<file path="src/rtl/hazard_ctrl_pkg.sv">
// rtl/hazard_ctrl_pkg.sv - shared state encoding and constants for the pipeline hazard controller
package hazard_ctrl_pkg;

  typedef enum logic [1:0] {
    IDLE     = 2'd0,
    RUN      = 2'd1,
    LU_STALL = 2'd2,
    MEM_WAIT = 2'd3
  } hz_state_e;

  localparam logic [4:0] REG_ZERO  = 5'd0;
  localparam int         BUB_CNT_W = 3;

endpackage

</file>
<file path="src/rtl/hazard_perf_cnt.sv">
// rtl/hazard_perf_cnt.sv - saturating event counter used for hazard performance statistics
module hazard_perf_cnt #(
  parameter int W = 32
) (
  input  logic         clk_i,
  input  logic         rst_i,
  input  logic         inc_i,
  output logic [W-1:0] cnt_o
);

  logic [W-1:0] cnt_q;
  logic [W-1:0] cnt_d;

  always_comb begin
    cnt_d = cnt_q;
    if (inc_i && !(&cnt_q)) begin
      cnt_d = cnt_q + W'(1);
    end
  end

  always_ff @(posedge clk_i) begin
    if (rst_i) begin
      cnt_q <= '0;
    end else begin
      cnt_q <= cnt_d;
    end
  end

  assign cnt_o = cnt_q;

endmodule

</file>
<file path="src/rtl/hazard_ctrl_unit.sv">
// rtl/hazard_ctrl_unit.sv - load-use bubbles, branch flush and memory freeze sequencing for the 5-stage core
// HAZARD_PERF_CNT_EN adds saturating stall/flush/freeze cycle counters.
module hazard_ctrl_unit
  import hazard_ctrl_pkg::*;
#(
  parameter int LOAD_USE_BUBBLES = 1
`ifdef HAZARD_PERF_CNT_EN
  , parameter int CNT_W = 32
`endif
) (
  input  logic       clk_i,
  input  logic       rst_i,
  input  logic       start_i,
  input  logic [4:0] Rs1_i,
  input  logic [4:0] Rs2_i,
  input  logic       UseRs1_i,
  input  logic       UseRs2_i,
  input  logic       MemRead_EX_i,
  input  logic [4:0] Rd_EX_i,
  input  logic       BranchTaken_i,
  input  logic       MemStall_i,
  output logic       PCWrite_o,
  output logic       IFIDWrite_o,
  output logic       IFIDFlush_o,
  output logic       IDEXBubble_o,
  output logic       PipeFreeze_o
`ifdef HAZARD_PERF_CNT_EN
  , output logic [CNT_W-1:0] LuStallCnt_o
  , output logic [CNT_W-1:0] FlushCnt_o
  , output logic [CNT_W-1:0] FreezeCnt_o
`endif
);

  localparam logic [BUB_CNT_W-1:0] LU_RELOAD = BUB_CNT_W'(LOAD_USE_BUBBLES - 1);
  localparam logic [BUB_CNT_W-1:0] BUB_ONE   = BUB_CNT_W'(1);

  hz_state_e             state_q, state_d;
  hz_state_e             ret_q, ret_d;
  hz_state_e             eval_st;
  logic [BUB_CNT_W-1:0]  cnt_q, cnt_d;
  logic                  lu;

  assign lu = MemRead_EX_i && (Rd_EX_i != REG_ZERO) &&
              ((UseRs1_i && (Rs1_i == Rd_EX_i)) || (UseRs2_i && (Rs2_i == Rd_EX_i)));

  always_comb begin
    state_d      = state_q;
    ret_d        = ret_q;
    cnt_d        = cnt_q;
    PCWrite_o    = 1'b1;
    IFIDWrite_o  = 1'b1;
    IFIDFlush_o  = 1'b0;
    IDEXBubble_o = 1'b0;
    PipeFreeze_o = 1'b0;

    // Once memory releases, MEM_WAIT behaves exactly like the state it interrupted.
    eval_st = state_q;
    if ((state_q == MEM_WAIT) && !MemStall_i) begin
      eval_st = ret_q;
    end

    case (eval_st)
      IDLE: begin
        PCWrite_o    = 1'b0;
        IFIDWrite_o  = 1'b0;
        IDEXBubble_o = 1'b1;
        if (start_i) begin
          state_d = RUN;
        end
      end
      RUN: begin
        if (MemStall_i) begin
          PCWrite_o    = 1'b0;
          IFIDWrite_o  = 1'b0;
          PipeFreeze_o = 1'b1;
          ret_d        = RUN;
          state_d      = MEM_WAIT;
        end else begin
          state_d = RUN;
          if (lu) begin
            PCWrite_o    = 1'b0;
            IFIDWrite_o  = 1'b0;
            IDEXBubble_o = 1'b1;
            if (LOAD_USE_BUBBLES > 1) begin
              cnt_d   = LU_RELOAD;
              state_d = LU_STALL;
            end
          end else if (BranchTaken_i) begin
            IFIDFlush_o = 1'b1;
          end
        end
      end
      LU_STALL: begin
        PCWrite_o   = 1'b0;
        IFIDWrite_o = 1'b0;
        if (MemStall_i) begin
          PipeFreeze_o = 1'b1;
          ret_d        = LU_STALL;
          state_d      = MEM_WAIT;
        end else begin
          IDEXBubble_o = 1'b1;
          cnt_d        = cnt_q - BUB_ONE;
          state_d      = (cnt_q == BUB_ONE) ? RUN : LU_STALL;
        end
      end
      default: begin
        PCWrite_o    = 1'b0;
        IFIDWrite_o  = 1'b0;
        PipeFreeze_o = 1'b1;
      end
    endcase
  end

  always_ff @(posedge clk_i) begin
    if (rst_i) begin
      state_q <= IDLE;
      ret_q   <= RUN;
      cnt_q   <= '0;
    end else begin
      state_q <= state_d;
      ret_q   <= ret_d;
      cnt_q   <= cnt_d;
    end
  end

`ifdef HAZARD_PERF_CNT_EN
  hazard_perf_cnt #(.W(CNT_W)) u_lu_cnt (
    .clk_i (clk_i),
    .rst_i (rst_i),
    .inc_i (IDEXBubble_o && (state_q != IDLE)),
    .cnt_o (LuStallCnt_o)
  );

  hazard_perf_cnt #(.W(CNT_W)) u_flush_cnt (
    .clk_i (clk_i),
    .rst_i (rst_i),
    .inc_i (IFIDFlush_o),
    .cnt_o (FlushCnt_o)
  );

  hazard_perf_cnt #(.W(CNT_W)) u_freeze_cnt (
    .clk_i (clk_i),
    .rst_i (rst_i),
    .inc_i (PipeFreeze_o),
    .cnt_o (FreezeCnt_o)
  );
`endif

endmodule
</file>
<file path="config.mk">
export PLATFORM = sky130hd
export DESIGN_NAME = hazard_ctrl_unit
export DESIGN_NICKNAME = d
export VERILOG_FILES = /design/src/rtl/hazard_ctrl_pkg.sv /design/src/rtl/hazard_perf_cnt.sv /design/src/rtl/hazard_ctrl_unit.sv
export SDC_FILE = /design/constraint.sdc
export NUM_CORES = 1
export LEC_CHECK = 0
export BUFFER_PORTS_ARGS = -buffer_cell sky130_fd_sc_hd__buf_2
export CORE_AREA = 5 5 42 44
export CTS_BUF_LIST = sky130_fd_sc_hd__clkbuf_8
export DETAILED_ROUTE_END_ITERATION = 8
export DIE_AREA = 0 0 47 49
export PLACE_DENSITY_LB_ADDON = 0.05
export RECOVER_POWER = 100
export SLEW_MARGIN = 20
export SYNTH_ARGS = -nofsm -noshare
export SYNTH_HDL_FRONTEND = slang
export SYNTH_SLANG_ARGS = --single-unit
export TNS_END_PERCENT = 5
</file>
<file path="constraint.sdc">
create_clock -name clk_i -period 2.8 [get_ports clk_i]
set_input_delay 0.56 -clock clk_i [delete_from_list [all_inputs] [get_ports clk_i]]
set_output_delay 0.56 -clock clk_i [all_outputs]
set_load 0.005 [all_outputs]
</file>
* After elaboration in Yosys (flattened, before gate mapping)
Cells that the tools add are included.
Word-level totals: input port bits 23, register bits 7
Cells by class: bitwise logic cells 1, reduce and logical (&&, ||, !) cells 15, muxes and demuxes 22, $add $sub $neg 1, eq/ne operators 9
Operators with widths (count):
- 2-bit two-way mux | 7
- 1-bit two-way mux | 11
- 5-bit == test | 2
- 2-bit inequality test, second input constant | 3
- 2-bit case mux with 3 select lines | 1
- 1-bit logical AND | 5
- 5-bit nonzero test | 1
- 2-bit == test, second input constant | 2
- 2-bit case mux with 2 select lines | 1
- 2-bit AND reduction | 2
- 3-bit by 1-bit == test with 1-bit output, second input constant | 1
- 1-bit case mux with 3 select lines | 1
- 3-bit AND reduction | 1
- 3-bit nonzero test | 1
- 3-bit by 1-bit subtractor with 3-bit output, second input constant | 1
- 2-bit by 1-bit == test with 1-bit output, second input constant | 1
- 2-bit logical NOT | 1
- 1-bit case mux with 2 select lines | 1
- 2-bit nonzero test | 1
- 2-bit OR reduction | 1
- 1-bit logical NOT | 1
- 1-bit logical OR | 1
- 1-bit NOT | 1

* Longest topological paths before layout
word-level depth 7, mapped depth 9

* Worst setup path before layout
OpenSTA, ideal clock, no wires.
path type input port to output port, start point in MemStall_i, end point out IDEXBubble_o, stages 8, data required time 2240 ps, arrival 1764 ps, slack 476 ps, cell sequence clkbuf_1 nor2_1 a21oi_1 inv_1 ha_1 nor2b_1 nor2_1 o2bb2ai_1
On the way: cells in the longest elaborated chain, start to end 5
Ends and longest elaborated chain:
- from (decl) | RTL line hazard_ctrl_unit.sv:21 | input logic MemStall_i,
- 1-bit logical NOT | RTL line hazard_ctrl_unit.sv:58 | if ((state_q == MEM_WAIT) && !MemStall_i) begin
- 1-bit logical AND | RTL line hazard_ctrl_unit.sv:58
- 2-bit two-way mux | RTL line hazard_ctrl_unit.sv:58
- 2-bit == test (tied with other cells) | RTL line hazard_ctrl_unit.sv:62 | case (eval_st)
- 1-bit case mux with 3 select lines * | RTL line hazard_ctrl_unit.sv:62
- to (decl) | RTL line hazard_ctrl_unit.sv:25 | output logic IDEXBubble_o,
Every way passes the cells marked *; elsewhere a longest branch is shown, timed or not.

* Worst setup path after layout
Same ends and word-level chain as after synthesis.

==> metrics.sh <==
GRT_FIRST_PASS_WIRELENGTH_MM=2.10
DETAIL_ROUTE.VIAS_PER_CELL=4.83
CTSROOTBUFFERMASTER='sky130_fd_sc_hd__clkbuf_8'
MAXSLEWVIOLCOUNT=0
SWITCHING_POWER_uW=88.9
ASYNC_FLOP_SHARE=0
POST-SYNTH-TOP-AREA-FRACTION=0.234
SYNTH_FP_NETS=105
PLACE.GP.CONGESTION=0.688
REG2REG_SLACK_PS=1120
PWR_DENSITY_CELL_nW_PER_UM2=422
FLOORPLAN.DIE.HEIGHT_UM=49
YOSYS.CELL_COUNT.TOP_TYPE='sky130_fd_sc_hd__xnor2_1'
POST-ROUTE-DRC-COUNT=0
PLACEMENTROWS=14
XOR_XNOR_SHARE_OF_THE_SYNTHESIZED_AREA=0.175
STDCELL_AREA_UM2=783
GRTUSAGETOTAL=0.125
NETLIST_TOP_CELLS_AREA='sky130_fd_sc_hd__dfxtp_1 23%, sky130_fd_sc_hd__xnor2_1 16%, sky130_fd_sc_hd__ha_1 13%'
POWER_FRAC_COMB=0.266
R2R-END='state_q[0]'
INSERTEDDIODECOUNT=0
PIN_COUNT_OF_THE_BIGGEST_NET_ENTERING_GLOBAL_ROUTING=11
CTSLONGESTPATHBUFFERS=2
CP_MAX_FANOUT=10
SYNTH_AREA_UM2=599
YOSYS-TOP-CELLS-COUNT='11 x sky130_fd_sc_hd__xnor2_1, 9 x sky130_fd_sc_hd__inv_1, 7 x sky130_fd_sc_hd__dfxtp_1, 7 x sky130_fd_sc_hd__nor2_1'
WORST_SETUP_PATH_END_KIND='primary output'
STATUS='finished clean'
DATA_ARRIVAL_TIME_OF_THE_WORST_PATH_PS=1940
CELL_INTERNAL_POWER_uW=242
DRT-INITIAL-DRC-COUNT=3
IRDROPWORSTVDD_mV=0.477
FIN_TOTAL_PWR_uW=331
PLACEDCELLCOUNT=117
SUMMED_NEGATIVE_SETUP_SLACK_OVER_ALL_ENDPOINTS_PS=0
POSTROUTEANTENNANETS=0
GLOBALROUTEOVERFLOWTOTAL=0
TIMING.SETUP.CRITICAL_PATH_CLASS='in -> out'
WIRE_PER_INST_UM=10.8
PATH_DELAY_FAMILY='simple AND/OR/NAND/NOR gates'
DIE_X_UM=47
LAYOUT_MIN_CYCLE_TIME_PS=2500
CRIT_CHAIN='buf_2 -> nor2_1 -> a21oi_1 -> inv_1 -> ha_1 -> nor2b_1 -> nor2_1 -> o2bb2ai_1 -> clkbuf_1'
VIA_COUNT=585
TIMING.MAX_CAP.VIOLATIONS=0
ROUTED_WL_MM=1.31
MAX_FREQ_MHz=400
MAX-SLEW-MARGIN-REL=0.771
CP-STARTPOINT='MemStall_i'
YS_SEQ_AREA_FRAC=0.234
HPWLAFTERDP_MM=1.08
POWER.SHARE.SWITCHING=0.269
SYNTH_SIMPLE_GATE_AREA_SHARE=0.209
FINALHOLDVIOLCOUNT=0
POWER_FRAC_CLOCK=0.413
WORSTSETUPSTARTPOINTTYPE='input port'
CTS_HOLD_REPAIR.BUFFERS=0
POWER_LEAKAGE_uW=0.000339
POWER.SHARE.SEQUENTIAL=0.321
CRITPATHBUFINV=3
GRT_ANTENNA_BEFORE_REPAIR=0
FINAL_LAYOUT_SIZE_SUFFIX_GT1_FRAC=0.267
VIAS_IN_THE_FIRST_GLOBAL_ROUTE=522
NUMBER_OF_SYNTHESIZED_FLOPS_WITH_AN_ENABLE_PIN=0
DRT_PASS1_ITERATIONS=2
POSTCTSRESIZEDCELLS=0
MAIN_COMBINATIONAL_CELL_FAMILY_BY_AREA_AFTER_SYNTHESIS='simple AND/OR/NAND/NOR gates'
CTS_TREE='built'
TIGHTESTPINTRANSITION_PS=343
FIN_SKEW_PS=0.527
SYN_AREA_PER_CELL_UM2=7.89
SYNTH-SEQ-CELLS=7
SYNTH.MUX.AREA_FRACTION=0.0167
CLOCK_SINK_COUNT=7
CLASS_OF_THE_TIGHTEST_HOLD_OR_REMOVAL_CHECK='reg -> reg'
FINALCRITPERIODSHARE=0.894
CRIT_CELLS=9
POSTSYNTHCELLCOUNT=76
DESIGN.FINAL.NETS=135
CTS-BUFFERS-INSERTED=3
PORT_BUFFERS=27
FLOORPLAN.IO_PINS=28
SETUP_VIOL=0
YOSYSWARNINGS=0
SYNTH_FA_HA_AREA_FRAC=0.125
HTREEDEPTH=1
TIMING.CRITICAL_PATH.SLOWEST_CELL_DELAY_PS=340
UNREPAIRED_SETUP_ENDPOINTS_AFTER_GLOBAL_ROUTING='false'
DESIGN.DIE.AREA_UM2=2300
POST-CTS-SETUP-BUFFERS=0
R2R_START='ret_q[0]'
SYNTH.LIB_CELLS_USED.DISTINCT=28
TIMING.CRITICAL_PATH.REQUIRED_PS=2240
FLOORPLAN.CORE_AREA_UM2=1400
FLOORPLAN.INITIALDENSITY=0.428
CLK_TRANSITION_REPORTED_PATHS_PS=40
POSTSYNTH.TOPFLOPCELL='sky130_fd_sc_hd__dfxtp_1'
SYNTH_TOP_AREA_CELL='sky130_fd_sc_hd__dfxtp_1'
CPMOSTUSEDCELL='sky130_fd_sc_hd__nor2_1'
WORST_SKEW_PAIR.LATE_LATENCY_PS=230
FF2FF_PATH_DEPTH=7
CRIT_PATH_TOP_DELAY_CELL='sky130_fd_sc_hd__nor2b_1'
WHS_PS=493
FINAL_CELL_COUNT_NO_FILL=121
DPL_CELL_AREA_UM2=743
SYN2LAYOUT_AREA_GROWTH_PCT=30.7
SYNTH_COMPOUND_GATE_AREA_SHARE=0.165
CRIT_PATH_END='IDEXBubble_o'
-- cell type report --
| class | count | area (um2) |
|---|---|---|
| clock buffer | 3 | 41.3 |
| fill | 159 | 618 |
| timing repair buffer | 27 | 130 |
| inverter | 9 | 33.8 |
| tap | 16 | 20.0 |
| sequential | 7 | 140 |
| multi-input combinational | 58 | 414 |
| clock inverter | 1 | 3.75 |
-- per-layer routing --
metal / vias up / GRT usage / wire, um
met5: - / 0 / 0
met4: 0 / 0.0829 / 32
met3: 2 / 0.0295 / 167
met2: 22 / 0.197 / 574
met1: 247 / 0.143 / 537
li1: 314 / - / -
-- flip-flops by register name, indices dropped and copies added (netlist names) --
signal / cells
cnt_q: 3
ret_q: 2
state_q: 2
-- logic make-up (layout without fill, tap and decap cells) --
logic type                 Yosys count  in the layout
AOI/OAI and AO/OA                   15             15
xor gates and xnor gates            12             12
adders and majority gates            6              6
buffers and inverters               11             40
DFF                                  7              7
muxes                                1              1
and+or+nand+nor                     24             24
-- power by group through the flow --
stage / sequential [uW] / clock [uW] / combinational, uW
after global placement: 107 / 0 / 89.4
after global routing: 107 / 155 / 98.9
after CTS: 106 / 143 / 90.9
after floorplan: 107 / 0 / 55.5
final: 106 / 137 / 88.0
after detailed placement: 107 / 0 / 89.8
-- metrics by stage --
step                worst slack (ps)   util
floorplan                        476      -
global placement                 341  0.530
detailed placement               296  0.530
CTS                              293  0.563
global route                     127  0.559
finish                           298  0.559
-- worst min-delay path: stages, from the launching register on --
cell and delay [ps]:
sky130_fd_sc_hd__dfxtp_1 320, sky130_fd_sc_hd__nand2b_1 70, sky130_fd_sc_hd__a21oi_1 60
-- placed cells by master (no fill, tap or decap), types with 2 or more instances in the layout --
cell and n:
sky130_fd_sc_hd__clkbuf_8 3, sky130_fd_sc_hd__clkbuf_1 4, sky130_fd_sc_hd__dfxtp_1 7, sky130_fd_sc_hd__ha_1 6
sky130_fd_sc_hd__a21oi_1 6, sky130_fd_sc_hd__o21ai_0 2, sky130_fd_sc_hd__nor3b_1 2, sky130_fd_sc_hd__buf_2 22
sky130_fd_sc_hd__nand2_1 5, sky130_fd_sc_hd__nor2_1 7, sky130_fd_sc_hd__xnor2_1 11, sky130_fd_sc_hd__nor2b_1 2
sky130_fd_sc_hd__nand4_1 2, sky130_fd_sc_hd__inv_1 10
-- worst min-delay path by stage --
stage,startpoint,end,cells past startpoint
after detailed placement,state_q[1],state_q[1],2
after global placement,state_q[0],state_q[0],2
final,state_q[1],state_q[1],2
after global routing,cnt_q[1],cnt_q[1],2
after floorplan,state_q[1],state_q[1],2
after CTS,state_q[1],state_q[1],2
Power figures use the tool's default switching activity.
